==> config.mk <==
export PLATFORM = sky130hd
export DESIGN_NAME = vga_tile_renderer
export DESIGN_NICKNAME = d
export VERILOG_FILES = /design/src/rtl/vga_pkg.sv /design/src/rtl/vga_tile_pattern.sv /design/src/rtl/vga_tile_renderer.sv
export SDC_FILE = /design/constraint.sdc
export NUM_CORES = 1
export LEC_CHECK = 0
export ABC_AREA = 1
export CAP_MARGIN = 15
export CELL_PAD_IN_SITES_DETAIL_PLACEMENT = 0
export CELL_PAD_IN_SITES_GLOBAL_PLACEMENT = 2
export CORE_MARGIN = 2
export CORE_UTILIZATION = 27
export DETAILED_ROUTE_END_ITERATION = 12
export PLACE_DENSITY_LB_ADDON = 0.05
export SKIP_LAST_GASP = 1
export SYNTH_ARGS = -nofsm -noshare
export SYNTH_HDL_FRONTEND = slang
export SYNTH_SLANG_ARGS = --single-unit
==> constraint.sdc <==
create_clock -name clk_i -period 2 [get_ports clk_i]
set_clock_uncertainty 0.15 [all_clocks]
set_input_delay 0.4 -clock clk_i [delete_from_list [all_inputs] [get_ports clk_i]]
set_output_delay 0.4 -clock clk_i [all_outputs]
set_load 0.005 [all_outputs]
==> src/rtl/vga_pkg.sv <==
// Shared constants for the tile-based VGA path (buffer and renderer).
package vga_pkg;

    localparam int H_ACTIVE  = 640;
    localparam int V_ACTIVE  = 480;
    localparam int TILE_W    = 16;
    localparam int TILE_H    = 32;
    localparam int COLS      = 40;
    localparam int ROWS      = 15;
    localparam int NUM_TILES = 600;

    localparam int TILE_WORD_W   = 28;
    localparam int FG_LSB        = 0;
    localparam int BG_LSB        = 12;
    localparam int PAT_LSB       = 24;
    localparam int BLINK_BIT_POS = 27;

    typedef logic [11:0] rgb444_t;
    typedef logic [2:0]  pat_id_t;

    // row*40 + col without a multiplier; max 14*40+39 = 599 fits in 10 bits
    function automatic logic [9:0] tile_addr(input logic [4:0] row, input logic [5:0] col);
        return (10'(row) << 5) + (10'(row) << 3) + 10'(col);
    endfunction

endpackage

==> src/rtl/vga_tile_pattern.sv <==
// Procedural tile patterns: decides fg/bg for a pixel from its in-tile position.
module vga_tile_pattern
    import vga_pkg::*;
(
    input  pat_id_t    pat_i,
    input  logic [3:0] x_i,
    input  logic [4:0] y_i,
    output logic       fg_sel_o
);

    // Pattern decode; unknown ids cannot occur since all 8 are defined
    always_comb begin
        fg_sel_o = 1'b0;
        case (pat_i)
            3'd0:    fg_sel_o = 1'b0;
            3'd1:    fg_sel_o = 1'b1;
            3'd2:    fg_sel_o = y_i[2];
            3'd3:    fg_sel_o = x_i[1];
            3'd4:    fg_sel_o = x_i[2] ^ y_i[2];
            3'd5:    fg_sel_o = (x_i == 4'd0) || (x_i == 4'd15) || (y_i == 5'd0) || (y_i == 5'd31);
            3'd6:    fg_sel_o = (x_i == y_i[4:1]);
            3'd7:    fg_sel_o = (y_i >= 5'd30);
            default: fg_sel_o = 1'b0;
        endcase
    end

endmodule

==> src/rtl/vga_tile_renderer.sv <==
// Tile renderer: coordinate -> tile address, tile word -> RGB444 pixel,
// with syncs delayed by the same 3 stages so pixel and sync stay aligned.
module vga_tile_renderer #(
    parameter int H_ACTIVE  = vga_pkg::H_ACTIVE,
    parameter int V_ACTIVE  = vga_pkg::V_ACTIVE,
    parameter int BLINK_BIT = 5
) (
    input  logic        clk_i,
    input  logic        rstn_i,
    input  logic [9:0]  hcount_i,
    input  logic [9:0]  vcount_i,
    input  logic        active_i,
    input  logic        hsync_i,
    input  logic        vsync_i,
    input  logic [27:0] tile_data_i,
    output logic [9:0]  vr_addr_o,
    output logic [3:0]  red_o,
    output logic [3:0]  green_o,
    output logic [3:0]  blue_o,
    output logic        hsync_o,
    output logic        vsync_o
);
    import vga_pkg::*;

    localparam logic [9:0] H_LIM = 10'(H_ACTIVE);
    localparam logic [9:0] V_LIM = 10'(V_ACTIVE);

    logic       in_range;
    logic [9:0] vr_addr_d, vr_addr_q;
    logic [3:0] x1_q, x2_q;
    logic [4:0] y1_q, y2_q;
    logic       act1_q, act2_q;
    logic       hs1_q, hs2_q, hs3_q;
    logic       vs1_q, vs2_q, vs3_q;
    logic       vsync_prev_q;
    logic [7:0] frame_cnt_d, frame_cnt_q;
    rgb444_t    fg, bg, rgb_d, rgb_q;
    pat_id_t    pat;
    logic       blink_en, fg_sel;

    // Stage 1 address decode; off-screen coordinates read tile 0
    always_comb begin
        in_range  = active_i && (hcount_i < H_LIM) && (vcount_i < V_LIM);
        vr_addr_d = in_range ? tile_addr(vcount_i[9:5], hcount_i[9:4]) : '0;
    end

    // Stage 1 registers: buffer address plus in-tile position, valid and syncs
    always_ff @(posedge clk_i or negedge rstn_i) begin
        if (!rstn_i) begin
            vr_addr_q <= '0;
            x1_q      <= '0;
            y1_q      <= '0;
            act1_q    <= 1'b0;
            hs1_q     <= 1'b1;
            vs1_q     <= 1'b1;
        end else begin
            vr_addr_q <= vr_addr_d;
            x1_q      <= hcount_i[3:0];
            y1_q      <= vcount_i[4:0];
            act1_q    <= in_range;
            hs1_q     <= hsync_i;
            vs1_q     <= vsync_i;
        end
    end

    // Stage 2 registers: the buffer's registered read supplies the tile word meanwhile
    always_ff @(posedge clk_i or negedge rstn_i) begin
        if (!rstn_i) begin
            x2_q   <= '0;
            y2_q   <= '0;
            act2_q <= 1'b0;
            hs2_q  <= 1'b1;
            vs2_q  <= 1'b1;
        end else begin
            x2_q   <= x1_q;
            y2_q   <= y1_q;
            act2_q <= act1_q;
            hs2_q  <= hs1_q;
            vs2_q  <= vs1_q;
        end
    end

    assign fg       = tile_data_i[FG_LSB +: 12];
    assign bg       = tile_data_i[BG_LSB +: 12];
    assign pat      = tile_data_i[PAT_LSB +: 3];
    assign blink_en = tile_data_i[BLINK_BIT_POS];

    vga_tile_pattern u_pattern (
        .pat_i    (pat),
        .x_i      (x2_q),
        .y_i      (y2_q),
        .fg_sel_o (fg_sel)
    );

    // Stage 3 colour select; blink phase forces background, blanking forces black
    always_comb begin
        rgb_d = '0;
        if (act2_q) begin
            rgb_d = (fg_sel && !(blink_en && frame_cnt_q[BLINK_BIT])) ? fg : bg;
        end
    end

    // Stage 3 output registers
    always_ff @(posedge clk_i or negedge rstn_i) begin
        if (!rstn_i) begin
            rgb_q <= '0;
            hs3_q <= 1'b1;
            vs3_q <= 1'b1;
        end else begin
            rgb_q <= rgb_d;
            hs3_q <= hs2_q;
            vs3_q <= vs2_q;
        end
    end

    assign frame_cnt_d = frame_cnt_q + {7'd0, vsync_prev_q & ~vsync_i};

    // Frame counter on vsync falling edge; updates only at a clock edge so blink never splits a pixel
    always_ff @(posedge clk_i or negedge rstn_i) begin
        if (!rstn_i) begin
            vsync_prev_q <= 1'b1;
            frame_cnt_q  <= '0;
        end else begin
            vsync_prev_q <= vsync_i;
            frame_cnt_q  <= frame_cnt_d;
        end
    end

    assign vr_addr_o = vr_addr_q;
    assign red_o     = rgb_q[11:8];
    assign green_o   = rgb_q[7:4];
    assign blue_o    = rgb_q[3:0];
    assign hsync_o   = hs3_q;
    assign vsync_o   = vs3_q;

endmodule

## Yosys cells after proc, flatten, opt, wreduce, memory -nomap -nowiden

Cells that the tools add are included.

- Register bits after elaboration: 56
- Logic and storage cells: 49

- $add $sub $neg: 3
- $lt $le $gt $ge: 3
- Equal/unequal tests: 10
- Mux-type cells: 4
- Bitwise logic cells: 3
- Reductions and logical operators: 11

Operators by type and width:

| kind | count |
|---|---|
| two-way mux 12 bit | 2 |
| equality test 3 bit, second input constant | 4 |
| adder 10 x 6 -> 10 bit | 1 |
| adder 10 x 8 -> 10 bit | 1 |
| < comparator 10 bit, second input constant | 1 |
| < comparator 10 x 9 -> 1 bit, second input constant | 1 |
| two-way mux 10 bit | 1 |
| adder 8 x 1 -> 8 bit | 1 |
| case mux 1 bit (8 select lines) | 1 |
| equality test 3 x 2 -> 1 bit, second input constant | 2 |
| equality test 5 bit, second input constant | 1 |
| >= comparator 5 bit, second input constant | 1 |
| zero test 5 bit | 1 |
| equality test 4 bit | 1 |
| equality test 4 bit, second input constant | 1 |
| logical AND 1 bit | 4 |
| zero test 4 bit | 1 |
| equality test 3 x 1 -> 1 bit, second input constant | 1 |
| zero test 3 bit | 1 |
| logical OR 1 bit | 3 |
| AND 1 bit | 1 |
| zero test 1 bit | 1 |
| inverter 1 bit | 1 |
| bitwise XOR 1 bit | 1 |

## Longest topological paths before layout

- Depth in word-level cells: 8
- Gate-level depth with buffers: 12
- Gate-level depth less buffers: 11

## By module

A second synthesis with hierarchy kept.

- Cells, all modules: 233
- Area total of the unflattened synthesis: 2253.4 um^2

Modules (own cells, without submodules):

| module | times used | cells an instance | area an instance (um^2) |
|---|---|---|---|
| vga_tile_renderer | 1 | 178 | 2029.4 |
| vga_tile_pattern | 1 | 55 | 224.0 |

## Least setup slack after synthesis

Ideal clock, no wire load.

- Path kind: input port to flip-flop
- Start point: input port hcount_i[9]
- End point: register vr_addr_q[8] (netlist: vr_addr_o[8])
- Setup time: 0.124 ns
- Data arrival time: 1.762 ns
- Data required time: 1.726 ns
- Slack: -0.036 ns
- Stages: 5
- Path buffers: 0
- Path through: fa_1 > fa_1 > a31oi_1 > xor2_1 > nor2_1

- Cells in the longest elaborated chain, start to end: 4

Ends and longest elaborated chain:

| item | RTL line | source |
|---|---|---|
| start, declared | vga_tile_renderer.sv:10 | `input logic [9:0] hcount_i,` |
| < comparator 10 bit | vga_tile_renderer.sv:43 | `in_range = active_i && (hcount_i < H_LIM) && (vcount_i < V_LIM);` |
| logical AND 1 bit (2 in series) | vga_tile_renderer.sv:43 |  |
| two-way mux 10 bit (*) | vga_tile_renderer.sv:44 | `vr_addr_d = in_range ? tile_addr(vcount_i[9:5], hcount_i[9:4]) : '0;` |
| named net vr_addr_d[8] | vga_tile_renderer.sv:29 | `logic [9:0] vr_addr_d, vr_addr_q;` |
| end signal, assigned | vga_tile_renderer.sv:57 | `vr_addr_q <= vr_addr_d;` |
| end, declared | vga_tile_renderer.sv:29 |  |

The timed path passes the listed nets; every way through them passes the cells marked *.

## Final worst setup path

- Start point: input port hcount_i[7]
- End point: register vr_addr_q[8] (netlist: vr_addr_o[8])

Same word-level chain as after synthesis.

==> impl_results.md <==
* Status: complete, no violations
* Leading area contributor after synthesis: dfrtp_1
* Initial antenna violation count at 0
* Floorplan die area at 9290 sq um
* Library cell used as clock root buffer: clkbuf_8
* Delay contributed by the slowest stage of the critical path at 420 ps
* Cell area after layout at 3480 sq um
* Commonest non-fill, non-tap cell in the layout: clkdlybuf4s50_1
* Diodes inserted at 0
* Main area contributors after synthesis: dfrtp_1 52%, nand2_1 7.5%, nor2_1 7.2%
* Via-to-Cell Ratio at 3.95
* Startpoint type of the worst setup path: primary input
* Area overhead of the layout relative to synthesis at 51.2%
* Area of the core at 8260 sq um
* Maximum number of pins on one net before global-route repair at 55
* Crit path cell chain: clkdlybuf4s50_1 -> ha_2 -> ha_2 -> fa_2 -> a31oi_4 -> xor2_1 -> nor2_1
* Largest fanout of any net on the critical path at 2
* IO Port Bufs at 76
* Number of max-slew violations in the final report at 0
* Die outline height at 96.4 um
* Seq/Total Area, Yosys at 0.590
* Final Critical Period at 1940 ps
* Worst vdd rail ir drop at 0.327 mV
* Critical path buffers and inverters at 1
* CTS buffer count at 5
* Total number of clock tree sinks at 54
* Total number of vias at 1748
* Crit path top cell by count: ha_2
* Aggregate global routing overflow at 0
* First-pass DRT Iterations at 4
* Drt drc at 0
* WL final at 5.13 mm
* Net Count, Synth at 306
* Kind of path behind the tightest hold check: register to register
* Final critical-path share of the clock period at 0.972
* Count of different cell masters after synthesis at 26
* Cell family contributing the most delay on the critical path: adder cells
* Worst-path clk slew at 100 ps
* Number of I/O pins at 77
* Number of buffers between clock root and the deepest sink at 2
* Post-Synthesis Cells at 240
* CTS H-tree depth at 2
* Number of DRC markers in iteration 0 at 51
* P_leak at 1.68 nW
* Type of element capturing the critical path: register
* Arrival time of the worst setup path at 1990 ps
* TritonCTS clock tree: done
* Placement-stage cell area at 3300 sq um
* Starting density of the core at 0.279
* Setup TNS at 0 ps
* Area share of the leading cell type in the synthesized netlist at 0.521
* WP data required at 2040 ps
* Filler Cells Inserted at 831
* Final setup fails at 0
* Setup repair after global routing missed its margin: true
* Power Density at 696 nW/um^2
* Half-perimeter wire length after placement at 3.71 mm
* GRT Overall Usage at 0.115
* Detailed-route wire length per cell at 11.6 um
* Via count of the first global-routing pass at 1682
* Post-layout net count at 402
* Rows at 33
* Clk_lat worst skew at 300 ps
* Total count of hold-check failures in the final report at 0
* Synthesized area at 2300 sq um
* Commonest non-fill, non-tap cells in the layout: 69 x clkdlybuf4s50_1, 48 x dfrtp_1, 46 x nand2_1, 44 x nor2_1, 35 x inv_1
* Slowest cell on crit path: clkdlybuf4s50_1
* Synth warn at 0
* Slew Limit Headroom at 0.724
* Number of antenna-violating nets in the routed design at 0
* Layout cell share with drive strength beyond 1 at 0.154
* Mean instance size in the synthesized netlist at 9.60 sq um
* Maximum Capacitance Violations at 0
* Global-route wire length before repair at 7.98 mm
* Type of the worst setup path: primary input to register
* Worst Tran Pin Value at 414 ps
* FF+latch count, synth at 54
* Final weighted congestion in routability-driven placement at 0.701
* Horizontal extent of the die at 96.4 um
* Highest attainable clock frequency at 515 MHz
## sequential cells by signal, summed over array words and instances, names as in the netlist
signal / flops
act1_q: 1
y1_q: 5
x1_q: 4
hsync_o: 1
y2_q: 5
hs2_q: 1
act2_q: 1
vsync_o: 1
vs1_q: 1
frame_cnt_q: 6
hs1_q: 1
vs2_q: 1
x2_q: 4
vr_addr_o: 10
rgb_q: 12
## per-layer routing
layer  track usage  up-vias  routed length, um
met1         0.146      771               2230
met4        0.0352        0                 40
met3        0.0388        2                411
li1              -      927                  -
met5             0        -                  0
met2         0.187       48               2450
## cell families after synthesis
kind of cell	share of synthesized area
buf+inv	0.0738
xor+xnor	0.0190
compound gates	0.0244
flops	0.590
fa+ha+maj	0.0771
simple gates	0.216
## path summary, 6_finish.rpt
kind | startpoint | end | depth (start not counted) | slack [ps]
setup / recovery | hcount_i[7] | vr_addr_o[8] | 7 | 60
hold / removal | y1_q[1] | y2_q[1] | 0 | 210
setup reg to reg | y2_q[2] | rgb_q[11] | 12 | 340
hold reg to reg | y1_q[1] | y2_q[1] | 0 | 210
max in group asynchronous | rstn_i | vsync_o | 3 | 950
min in group asynchronous | rstn_i | y2_q[1] | 3 | 460
## power by group
part	switching, mW	total [mW]	internal, mW	leakage (nW)
Clock	0.380	0.639	0.259	0.0491
Combinational	0.225	0.521	0.297	0.959
Sequential	0.0632	1.26	1.20	0.674
Total	0.668	2.42	1.76	1.68
## Yosys cell counts
cell type	number
nor3_2	1
buf_1	1
inv_2	1
a21oi_2	1
xor2_1	2
o21ai_0	4
nand3_2	1
nor2_1	44
nand4_1	2
buf_2	1
nor2_4	1
dfstp_2	6
a21oi_1	3
and3_1	1
nand2_1	46
ha_1	11
nand3_1	18
fa_1	2
clkinv_1	1
dfrtp_1	48
nor2_2	2
nand3b_1	1
a31oi_1	2
xnor2_1	3
inv_1	35
buf_6	2
## per-stage QoR
step	util	std cells	hold WS (ps)	setup slack [ps]	total power, mW
floorplan	-	240	-45.6	-5.90	1.50
CTS	0.415	440	211	-0.449	2.44
global route	0.422	442	217	-64.4	2.61
finish	0.422	442	207	56.5	2.42
global placement	0.399	430	183	-561	1.77
detailed placement	0.399	430	186	-608	1.77
## cell type report
type | count | area, sq um | area share
Clock buffer | 5 | 68.8 | 0.0197
Clock inverter | 3 | 26.3 | 0.00754
Inverter | 37 | 139 | 0.0399
Multi-Input combinational cell | 145 | 848 | 0.243
Sequential cell | 54 | 1360 | 0.390
Tap cell | 105 | 131 | 0.0377
Timing Repair Buffer | 93 | 912 | 0.262
## timing repair
action | CTS | global route
cloned | 0 | 0
resized for setup | 14 | 9
hold buffers | 1 | 0
endpoints found under the setup margin | 5 | 9
buffers inserted | 1 | 2
endpoints found under the hold margin | 48 | 0
pin swaps | 10 | 6
Power figures use the tool's default switching activity.
